--- src/rtl/crc8_pkg.sv ---
// Shared CRC-8 framing definitions: FSM encoding, default polynomial/seed
// and the single-bit LFSR step used by both the LFSR and the CRC snapshot.
package crc8_pkg;

    localparam int unsigned CRC_W = 8;
    localparam int unsigned CNT_W = 3;

    localparam logic [CRC_W-1:0] DEFAULT_POLY = 8'h07;
    localparam logic [CRC_W-1:0] DEFAULT_INIT = 8'h00;

    typedef enum logic [1:0] {
        ST_IDLE = 2'd0,
        ST_DATA = 2'd1,
        ST_GAP  = 2'd2,
        ST_CRC  = 2'd3
    } state_e;

    // One MSB-first shift of the CRC register with the incoming serial bit.
    function automatic logic [CRC_W-1:0] crc8_step(input logic [CRC_W-1:0] crc,
                                                   input logic             b,
                                                   input logic [CRC_W-1:0] poly);
        logic fb;
        fb = b ^ crc[CRC_W-1];
        return {crc[CRC_W-2:0], 1'b0} ^ (fb ? poly : CRC_W'(0));
    endfunction

endpackage

--- src/rtl/crc8_frame_controller_if.sv ---
// Byte-in / bit-out handshake bundle of the CRC-8 frame controller.
interface crc8_frame_controller_if;

    logic [7:0] in_data;
    logic       in_last;
    logic       in_valid;
    logic       in_ready;
    logic       tx_bit;
    logic       tx_valid;
    logic       tx_ready;

    modport master (
        output in_data, in_last, in_valid, tx_ready,
        input  in_ready, tx_bit, tx_valid
    );

    modport slave (
        input  in_data, in_last, in_valid, tx_ready,
        output in_ready, tx_bit, tx_valid
    );

endinterface

--- src/rtl/crc8_serial_lfsr.sv ---
// Bit-serial CRC-8 register: synchronous load of the seed, one shift per enabled cycle.
module crc8_serial_lfsr
    import crc8_pkg::*;
#(
    parameter logic [CRC_W-1:0] POLY = DEFAULT_POLY,
    parameter logic [CRC_W-1:0] INIT = DEFAULT_INIT
) (
    input  logic             clk,
    input  logic             reset_n,
    input  logic             load,
    input  logic [CRC_W-1:0] init,
    input  logic             en,
    input  logic             bit_in,
    output logic [CRC_W-1:0] crc
);

    // Load wins over shift so a frame start always begins from the seed.
    always_ff @(posedge clk or negedge reset_n) begin
        if (!reset_n) begin
            crc <= INIT;
        end else if (load) begin
            crc <= init;
        end else if (en) begin
            crc <= crc8_step(crc, bit_in, POLY);
        end
    end

endmodule

--- src/rtl/crc8_frame_controller.sv ---
// Serialises payload bytes MSB first and appends the running CRC-8 of the frame.
module crc8_frame_controller
    import crc8_pkg::*;
#(
    parameter logic [CRC_W-1:0] POLY = DEFAULT_POLY,
    parameter logic [CRC_W-1:0] INIT = DEFAULT_INIT
) (
    input  logic                    clk,
    input  logic                    reset_n,
    crc8_frame_controller_if.slave  bus,
    input  logic                    abort,
    output logic                    busy,
    output logic                    done,
    output logic [CRC_W-1:0]        crc_out
);

    state_e             state, state_nxt;
    logic [7:0]         byte_q, byte_nxt;
    logic               last_q, last_nxt;
    logic [CNT_W-1:0]   bit_cnt, bit_cnt_nxt;
    logic [CRC_W-1:0]   crc_sr, crc_sr_nxt;
    logic [CRC_W-1:0]   crc_out_nxt;
    logic               done_nxt;

    logic               lfsr_load;
    logic               lfsr_en;
    logic [CRC_W-1:0]   lfsr_crc;

    logic               tx_bit_c;
    logic               tx_valid_c;
    logic               in_ready_c;

    crc8_serial_lfsr #(
        .POLY (POLY),
        .INIT (INIT)
    ) u_lfsr (
        .clk     (clk),
        .reset_n (reset_n),
        .load    (lfsr_load),
        .init    (INIT),
        .en      (lfsr_en),
        .bit_in  (tx_bit_c),
        .crc     (lfsr_crc)
    );

    // Next-state, datapath and handshake decode; abort overrides everything at the end.
    always_comb begin
        state_nxt   = state;
        byte_nxt    = byte_q;
        last_nxt    = last_q;
        bit_cnt_nxt = bit_cnt;
        crc_sr_nxt  = crc_sr;
        crc_out_nxt = crc_out;
        done_nxt    = 1'b0;
        lfsr_load   = 1'b0;
        lfsr_en     = 1'b0;
        tx_valid_c  = 1'b0;
        tx_bit_c    = 1'b0;
        in_ready_c  = 1'b0;

        case (state)
            ST_IDLE: begin
                in_ready_c = 1'b1;
                if (bus.in_valid && !abort) begin
                    byte_nxt    = bus.in_data;
                    last_nxt    = bus.in_last;
                    bit_cnt_nxt = CNT_W'(7);
                    lfsr_load   = 1'b1;
                    state_nxt   = ST_DATA;
                end
            end
            ST_DATA: begin
                tx_valid_c = 1'b1;
                tx_bit_c   = byte_q[bit_cnt];
                in_ready_c = (bit_cnt == CNT_W'(0)) && bus.tx_ready && !last_q;
                if (bus.tx_ready && !abort) begin
                    lfsr_en     = 1'b1;
                    bit_cnt_nxt = bit_cnt - CNT_W'(1);
                    if (bit_cnt == CNT_W'(0)) begin
                        if (last_q) begin
                            // CRC must include the bit being shifted this very cycle.
                            crc_sr_nxt  = crc8_step(lfsr_crc, tx_bit_c, POLY);
                            bit_cnt_nxt = CNT_W'(7);
                            state_nxt   = ST_CRC;
                        end else if (bus.in_valid) begin
                            byte_nxt    = bus.in_data;
                            last_nxt    = bus.in_last;
                            bit_cnt_nxt = CNT_W'(7);
                        end else begin
                            state_nxt   = ST_GAP;
                        end
                    end
                end
            end
            ST_GAP: begin
                in_ready_c = 1'b1;
                if (bus.in_valid && !abort) begin
                    byte_nxt    = bus.in_data;
                    last_nxt    = bus.in_last;
                    bit_cnt_nxt = CNT_W'(7);
                    state_nxt   = ST_DATA;
                end
            end
            ST_CRC: begin
                tx_valid_c = 1'b1;
                tx_bit_c   = crc_sr[bit_cnt];
                if (bus.tx_ready && !abort) begin
                    bit_cnt_nxt = bit_cnt - CNT_W'(1);
                    if (bit_cnt == CNT_W'(0)) begin
                        crc_out_nxt = crc_sr;
                        done_nxt    = 1'b1;
                        state_nxt   = ST_IDLE;
                    end
                end
            end
            default: begin
                state_nxt = ST_IDLE;
            end
        endcase

        if (abort) begin
            in_ready_c = 1'b0;
            state_nxt  = ST_IDLE;
        end
    end

    always_ff @(posedge clk or negedge reset_n) begin
        if (!reset_n) begin
            state   <= ST_IDLE;
            byte_q  <= 8'h00;
            last_q  <= 1'b0;
            bit_cnt <= CNT_W'(0);
            crc_sr  <= CRC_W'(0);
            crc_out <= CRC_W'(0);
            done    <= 1'b0;
        end else begin
            state   <= state_nxt;
            byte_q  <= byte_nxt;
            last_q  <= last_nxt;
            bit_cnt <= bit_cnt_nxt;
            crc_sr  <= crc_sr_nxt;
            crc_out <= crc_out_nxt;
            done    <= done_nxt;
        end
    end

    assign bus.in_ready = in_ready_c;
    assign bus.tx_valid = tx_valid_c;
    assign bus.tx_bit   = tx_bit_c;
    assign busy         = (state != ST_IDLE);

endmodule
--- src/flat_wrapper.sv ---
// flat-port wrapper written by rule: the top's interface ports become plain ports
module crc8_frame_controller_flat import crc8_pkg::*;
#(
    parameter logic [CRC_W-1:0] POLY = DEFAULT_POLY,
    parameter logic [CRC_W-1:0] INIT = DEFAULT_INIT
)
  (clk, reset_n, abort, busy, done, crc_out, bus_in_data, bus_in_last, bus_in_valid, bus_tx_ready, bus_in_ready, bus_tx_bit, bus_tx_valid);
  crc8_frame_controller_if bus_i ();
  input  logic clk;
  input  logic reset_n;
  input  logic abort;
  output logic busy;
  output logic done;
  output logic [CRC_W-1:0] crc_out;
  input wire logic [$bits(bus_i.in_data)-1:0] bus_in_data;
  input wire logic [$bits(bus_i.in_last)-1:0] bus_in_last;
  input wire logic [$bits(bus_i.in_valid)-1:0] bus_in_valid;
  input wire logic [$bits(bus_i.tx_ready)-1:0] bus_tx_ready;
  output wire logic [$bits(bus_i.in_ready)-1:0] bus_in_ready;
  output wire logic [$bits(bus_i.tx_bit)-1:0] bus_tx_bit;
  output wire logic [$bits(bus_i.tx_valid)-1:0] bus_tx_valid;
  assign bus_i.in_data = bus_in_data;
  assign bus_i.in_last = bus_in_last;
  assign bus_i.in_valid = bus_in_valid;
  assign bus_i.tx_ready = bus_tx_ready;
  assign bus_in_ready = bus_i.in_ready;
  assign bus_tx_bit = bus_i.tx_bit;
  assign bus_tx_valid = bus_i.tx_valid;
  crc8_frame_controller #(.POLY(POLY), .INIT(INIT)) u_core (.clk(clk), .reset_n(reset_n), .bus(bus_i), .abort(abort), .busy(busy), .done(done), .crc_out(crc_out));
endmodule
--- config.mk ---
export PLATFORM = sky130hd
export DESIGN_NAME = crc8_frame_controller_flat
export DESIGN_NICKNAME = d
export VERILOG_FILES = /design/src/rtl/crc8_pkg.sv /design/src/rtl/crc8_frame_controller_if.sv /design/src/rtl/crc8_serial_lfsr.sv /design/src/rtl/crc8_frame_controller.sv /design/src/flat_wrapper.sv
export SDC_FILE = /design/constraint.sdc
export NUM_CORES = 1
export LEC_CHECK = 0
export CORE_ASPECT_RATIO = 0.5
export CORE_MARGIN = 2
export CORE_UTILIZATION = 45
export DETAILED_ROUTE_END_ITERATION = 6
export GPL_ROUTABILITY_DRIVEN = 0
export GPL_TIMING_DRIVEN = 0
export PLACE_DENSITY_LB_ADDON = 0.15
export SLEW_MARGIN = 25
export SYNTH_ARGS = -nofsm -noshare
export SYNTH_HDL_FRONTEND = slang
export SYNTH_SLANG_ARGS = --single-unit
--- constraint.sdc ---
create_clock -name clk -period 4.35 [get_ports clk]
set_input_delay 0.87 -clock clk [delete_from_list [all_inputs] [get_ports clk]]
set_output_delay 0.87 -clock clk [all_outputs]
set_load 0.01 [all_outputs]
==> out/summary.txt, run 1 <==
status: complete, no violations
critical path type: input pin to primary output
post-CTS setup buffers: 0
Pwr Total: 0.939 mW
Initial Utilization: 0.485
die area: 4930 µm²
Fmax: 283 MHz
Avg Cell Area, Syn: 11.5 µm²
Period minus WS final: 3.53 ns
vias in the first global route: 1,374
number of antenna diodes: 0
startpoint types: input pin
element type at the critical path end: primary output
H-Tree Level Count: 2
area of the core: 4040 µm²
Yosys warning count: 0
Filler Cell Count: 332
Post-route DRC: 0
final setup vio count: 0
number of synthesized register bits: 39
vias post-DR: 1,353
Num CTS Buffers: 5
share of post-route cells with drive strength above 1: 0.196
post-cts resize count: 0
Slew Limit Fails: 0
post-DR wirelength/cell: 14.2 µm
vias per cell: 5.24
largest net degree at the start of global routing: 25
Worst EP arrival: 2.66 ns
area grow syn2layout: 24.1%
post-synthesis cell count: 170
Routed Antenna Nets: 0
Worst-Skew Late Latency: 0.29 ns
met3 Use GR: 0.0460
DP HPWL: 2640 µm
relative slew slack: 0.527
CTS clk-pin slew, worst paths: 0.08 ns
grt met1 use: 0.226
Fin Hold WS: 0.499 ns
Leak Pwr: 1.10 nW
RSZ-0062 raised after global routing: no
Synthesized Nets: 186
Clock Tree Buf Depth: 2
skew final: 0.00730 ns
initial antenna violation count: 0
Pwr per Cell Area: 386 nW/µm²
layer with the highest usage: met2
I/O pin count: 27
Worst IR Drop VDD: 0.000181 V
fin crit share: 0.812
Hold Crit Class: input pin to async pin
TNS Setup: 0 ns
unique cell type count in the Yosys netlist: 43
Clock Tree Root: clkbuf_8
final hold vios: 0
grt met2 use: 0.259
measured slew at the worst slew-check pin: 0.708 ns
GR Overflow Total: 0
CTS tree: yes
first-pass GRT wire length: 6240 µm
drt pass-1 iters: 4
Post-Syn Area: 1960 µm²
sequential-to-total area share from yosys stat: 0.498
dpl cell area: 2300 µm²
routed wire length: 3670 µm
CP Max Fanout: 6
max-cap violation count: 0
Clock Sinks: 39
I/O Buffers: 25
Post-layout nets: 219
Die X: 97.4 µm
FP Rows: 16
post-route design area: 2430 µm²
CP required: 3.48 ns
GRT Total Usage: 0.165
drt first-iter violations: 31
Hold Buf Count CTS: 0
die height: 50.7 µm
## layout make-up
class / instances / area, µm² / share of cell area
timing repair buffer: 26 / 273 / 0.112
buffer: 11 / 56.3 / 0.0231
tap: 54 / 67.6 / 0.0278
clock inverter: 2 / 60.1 / 0.0247
multi-input combinational: 115 / 910 / 0.374
sequential: 39 / 976 / 0.401
clock buffer: 6 / 72.6 / 0.0298
inverter: 5 / 18.8 / 0.00771
## stage by stage
step           utilization  setup WS (ns)  std cells
6_report             0.602          0.818        258
5_1_grt              0.602          0.759        258
4_1_cts              0.602          0.794        258
3_5_place_dp         0.569          0.855        250
3_3_place_gp         0.563          0.807        249
2_1_floorplan            -           1.81        170
## cell families (layout without fill, tap and decap cells)
| kind of cell | count (synthesis) | in the layout | share of synthesized area |
|---|---|---|---|
| mux | 29 | 29 | 0.170 |
| compound gates | 28 | 28 | 0.108 |
| fa+ha+maj | 2 | 2 | 0.0128 |
| simple gates | 53 | 53 | 0.145 |
| buf+inv | 16 | 50 | 0.0383 |
| xor+xnor | 3 | 3 | 0.0274 |
| flops | 39 | 39 | 0.498 |
## where the power goes
part           total, mW  internal [mW]  switching [mW]
Sequential         0.410          0.389          0.0209
Clock              0.357          0.229           0.128
Combinational      0.171         0.0933          0.0782
## critical path, stage by stage
cell and delay (ns):
clkdlybuf4s50_1 0.57, inv_1 0.09, o41ai_1 0.38, nor2b_1 0.20, clkdlybuf4s50_1 0.55
## path summary, 6_finish.rpt
kind / start / cells after the start / slack, ns / endpoint
setup / recovery: bus_tx_ready / 5 / 0.82 / bus_in_ready
hold / removal: reset_n / 1 / 0.50 / u_core.byte_q[3]$_DFFE_PN0P_
setup reg to reg: u_core.bit_cnt[0]$_DFFE_PN0P_ / 8 / 2.15 / u_core.crc_out[4]$_DFFE_PN0P_
hold reg to reg: u_core.crc_out[7]$_DFFE_PN0P_ / 1 / 0.51 / u_core.crc_out[7]$_DFFE_PN0P_
max in group asynchronous: reset_n / 2 / 3.39 / u_core.u_lfsr.crc[2]$_DFFE_PN0P_
min in group clk: u_core.crc_out[7]$_DFFE_PN0P_ / 1 / 0.51 / u_core.crc_out[7]$_DFFE_PN0P_
## sequential cells by signal (all words and copies together), names as in the netlist
register	count
u_core.last_q	1
u_core.u_lfsr.crc	8
u_core.state	2
u_core.bit_cnt	3
u_core.byte_q	8
u_core.crc_sr	8
u_core.done	1
u_core.crc_out	8
## cells in the mapped netlist, drive strengths merged
library cell  count  share of area
a21oi             2         0.0051
o22ai             1         0.0032
a22oi             1         0.0038
a32o              1         0.0051
and2              2         0.0064
o221ai            2         0.0089
or2               2         0.0064
nor3              1         0.0026
nand2b            5          0.016
a221oi            1         0.0045
nand3             7          0.018
o21ai             6          0.015
xnor2             1         0.0045
mux2i             6          0.031
and3              4          0.013
o41ai             1         0.0045
o31ai             1         0.0038
dfrtp            39           0.50
mux4              1          0.011
a22o              5          0.022
and4              1         0.0057
clkbuf            8          0.015
ha                2          0.013
a211o             1         0.0045
a31oi             2         0.0064
o31a              1         0.0045
xnor3             2          0.023
or3               3         0.0096
nand2             8          0.015
inv               5         0.0096
buf               3          0.013
mux2             22           0.13
nand3b            4          0.015
a2111oi           2          0.012
o21a              1         0.0038
nor2             12          0.024
nor2b             4          0.013
## per-layer routing
metal	vias to the layer above	routed length (µm)
li1	676	-
met1	643	1850
met2	31	1600
met3	3	183
met4	0	30
met5	-	0
## layout by cell type, fill, tap and decap left out, types with 5 or more instances in the layout
cell type | synthesis | layout
inv_1 | 5 | 5
clkdlybuf4s50_1 | 0 | 24
nand2_1 | 8 | 8
dfrtp_1 | 39 | 39
mux2i_1 | 6 | 6
nor2_1 | 11 | 11
a22o_1 | 5 | 5
mux2_2 | 21 | 21
clkbuf_1 | 8 | 9
nand2b_1 | 5 | 5
clkbuf_8 | 0 | 5
nand3_1 | 7 | 7
No activity file was read; power rests on OpenSTA's default activity.
==> inputs of run 2 (changes only) <==
==> constraint.sdc (replaced) <==
create_clock -name clk -period 3 [get_ports clk]
set_input_delay 0.6 -clock clk [delete_from_list [all_inputs] [get_ports clk]]
set_output_delay 0.6 -clock clk [all_outputs]
set_load 0.01 [all_outputs]
==> out/summary.txt, run 2 (synthesis gave the netlist of run 1 again) <==
status: complete, no violations
pre-CTS setup slack: 0.0453 ns (-0.810 ns)
RR Endpoint: u_core.crc_out[4]$_DFFE_PN0P_
commonest non-fill, non-tap cells in the layout: dfrtp_1, clkdlybuf4s50_1, mux2_2, nor2_1, clkbuf_1
CP Capture Point: bus_in_ready
grt met1 use: 0.227 (+0.00178)
Worst-Skew Late Latency: 0.29 ns (about the same)
most common cell after layout, fill and taps aside: dfrtp_1
dpl cells: 250 (unchanged)
grt met2 use: 0.259 (unchanged)
DP HPWL: 2640 µm (unchanged)
CP required: 2.40 ns (-1.08 ns)
Period minus WS final: 2.91 ns
RSZ-0062 raised after global routing: no
I/O Buffers: 25 (unchanged)
R2R Setup Slk: 0.79 ns (-1.36 ns)
GRT Total Usage: 0.165 (+0.000619)
initial antenna violation count: 0 (unchanged)
Clock Sinks: 39 (unchanged)
Worst IR Drop VDD: 0.000263 V (+45%)
Hold Buf Count CTS: 0 (unchanged)
vias per cell: 5.29 (+0.89%)
Initial Utilization: 0.485 (unchanged)
CTS clk-pin slew, worst paths: 0.08 ns (about the same)
Clock Tree Buf Depth: 2 (unchanged)
Leak Pwr: 1.11 nW (+0.56%)
Pwr per Cell Area: 557 nW/µm² (+44%)
Slew Limit Fails: 0 (unchanged)
Die X: 97.4 µm (unchanged)
Final WS setup: 0.0852 ns (-0.733 ns)
largest net degree at the start of global routing: 25 (unchanged)
final hold vios: 0 (unchanged)
worst reg2reg startpoint: u_core.bit_cnt[0]$_DFFE_PN0P_
Fin Hold WS: 0.226 ns (-0.273 ns)
share of post-route cells with drive strength above 1: 0.201 (+0.00490)
I/O pin count: 27 (unchanged)
die height: 50.7 µm (unchanged)
area of the core: 4040 µm² (unchanged)
drt pass-1 iters: 4 (unchanged)
H-Tree Level Count: 2 (unchanged)
routed wire length: 3720 µm (+1.2%)
Worst EP arrival: 2.31 ns (-0.35 ns)
max-cap violation count: 0 (unchanged)
post-DR wirelength/cell: 14.4 µm (+1.2%)
Hold Crit Class: input pin to async pin
element type at the critical path end: primary output
GR Overflow Total: 0 (unchanged)
CP Max Fanout: 6 (unchanged)
CTS tree: yes
drt first-iter violations: 38 (+23%)
TNS Setup: 0 ns (unchanged)
first-pass GRT wire length: 6280 µm (+0.56%)
vias post-DR: 1,365 (+0.89%)
Post-layout nets: 219 (unchanged)
Non-Filler Instances: 258 (unchanged)
relative slew slack: 0.679 (+0.152)
Post-route DRC: 0 (unchanged)
worst-case reg-to-reg path depth: 8 (unchanged)
area grow syn2layout: 25.1%
fin util: 0.606 (+0.00464)
vias in the first global route: 1,380 (+0.44%)
fin crit share: 0.972
die area: 4930 µm² (unchanged)
Clock Tree Root: clkbuf_8
final setup vio count: 0 (unchanged)
skew final: 0.00890 ns (+0.00160 ns)
Fmax: 343 MHz
met3 Use GR: 0.0460 (unchanged)
FP Rows: 16 (unchanged)
post-cts resize count: 3 (+3)
startpoint types: input pin
measured slew at the worst slew-check pin: 0.482 ns (-0.226 ns)
worst setup path startpoint: bus_tx_ready
post-CTS setup buffers: 0 (unchanged)
layer with the highest usage: met2
number of antenna diodes: 0 (unchanged)
Routed Antenna Nets: 0 (unchanged)
critical path type: input pin to primary output
Num CTS Buffers: 5 (unchanged)
run 2: cell types whose count changed in the layout (fill, tap and decap cells not counted), sizes merged:
cell           before  now
clkdlybuf4s50      24   23
dlygate4sd2         0    1
run 2: where the power goes:
part | internal [mW] | switching, mW
logic | 0.134 | 0.118
registers | 0.564 | 0.0304
clock network | 0.332 | 0.187
run 2: worst min-delay path by stage:
stage	startpoint	endpoint	slack, ns	cells past startpoint
2_1_floorplan	reset_n	u_core.bit_cnt[0]$_DFFE_PN0P_	0.30	0
3_3_place_gp	u_core.byte_q[7]$_DFFE_PN0P_	u_core.byte_q[7]$_DFFE_PN0P_	0.49	1
3_5_place_dp	u_core.crc_out[7]$_DFFE_PN0P_	u_core.crc_out[7]$_DFFE_PN0P_	0.49	1
4_1_cts	reset_n	u_core.byte_q[6]$_DFFE_PN0P_	0.24	1
5_1_grt	reset_n	u_core.byte_q[6]$_DFFE_PN0P_	0.26	1
6_report	reset_n	u_core.byte_q[3]$_DFFE_PN0P_	0.23	1
run 2: layout make-up:
class                      count  area [µm²]
buffer                        11        56.3
clock buffer                   6        72.6
clock inverter                 2        60.1
fill                         327        1590
inverter                       5        18.8
multi-input combinational    115         930
sequential                    39         976
tap                           54        67.6
timing repair buffer          26         272
run 2: per-layer routing:
| layer | part of all wire | up-vias |
|---|---|---|
| met3 | 0.044 | 3 |
| li1 | - | 677 |
| met2 | 0.45 | 30 |
| met1 | 0.50 | 655 |
| met4 | 0.0081 | 0 |
| met5 | 0 | - |
run 2: per-stage QoR:
stage	cell area [µm²]	total power, mW
after floorplan	1960	0.774
after global placement	2280	0.846
after detailed placement	2300	0.855
after CTS	2450	1.38
after global routing	2450	1.43
final	2450	1.37
run 2: worst max-delay path: stages:
cell	delay [ns]
clkdlybuf4s50_1	0.57
inv_1	0.10
o41ai_2	0.31
nor2b_1	0.19
clkdlybuf4s50_1	0.55
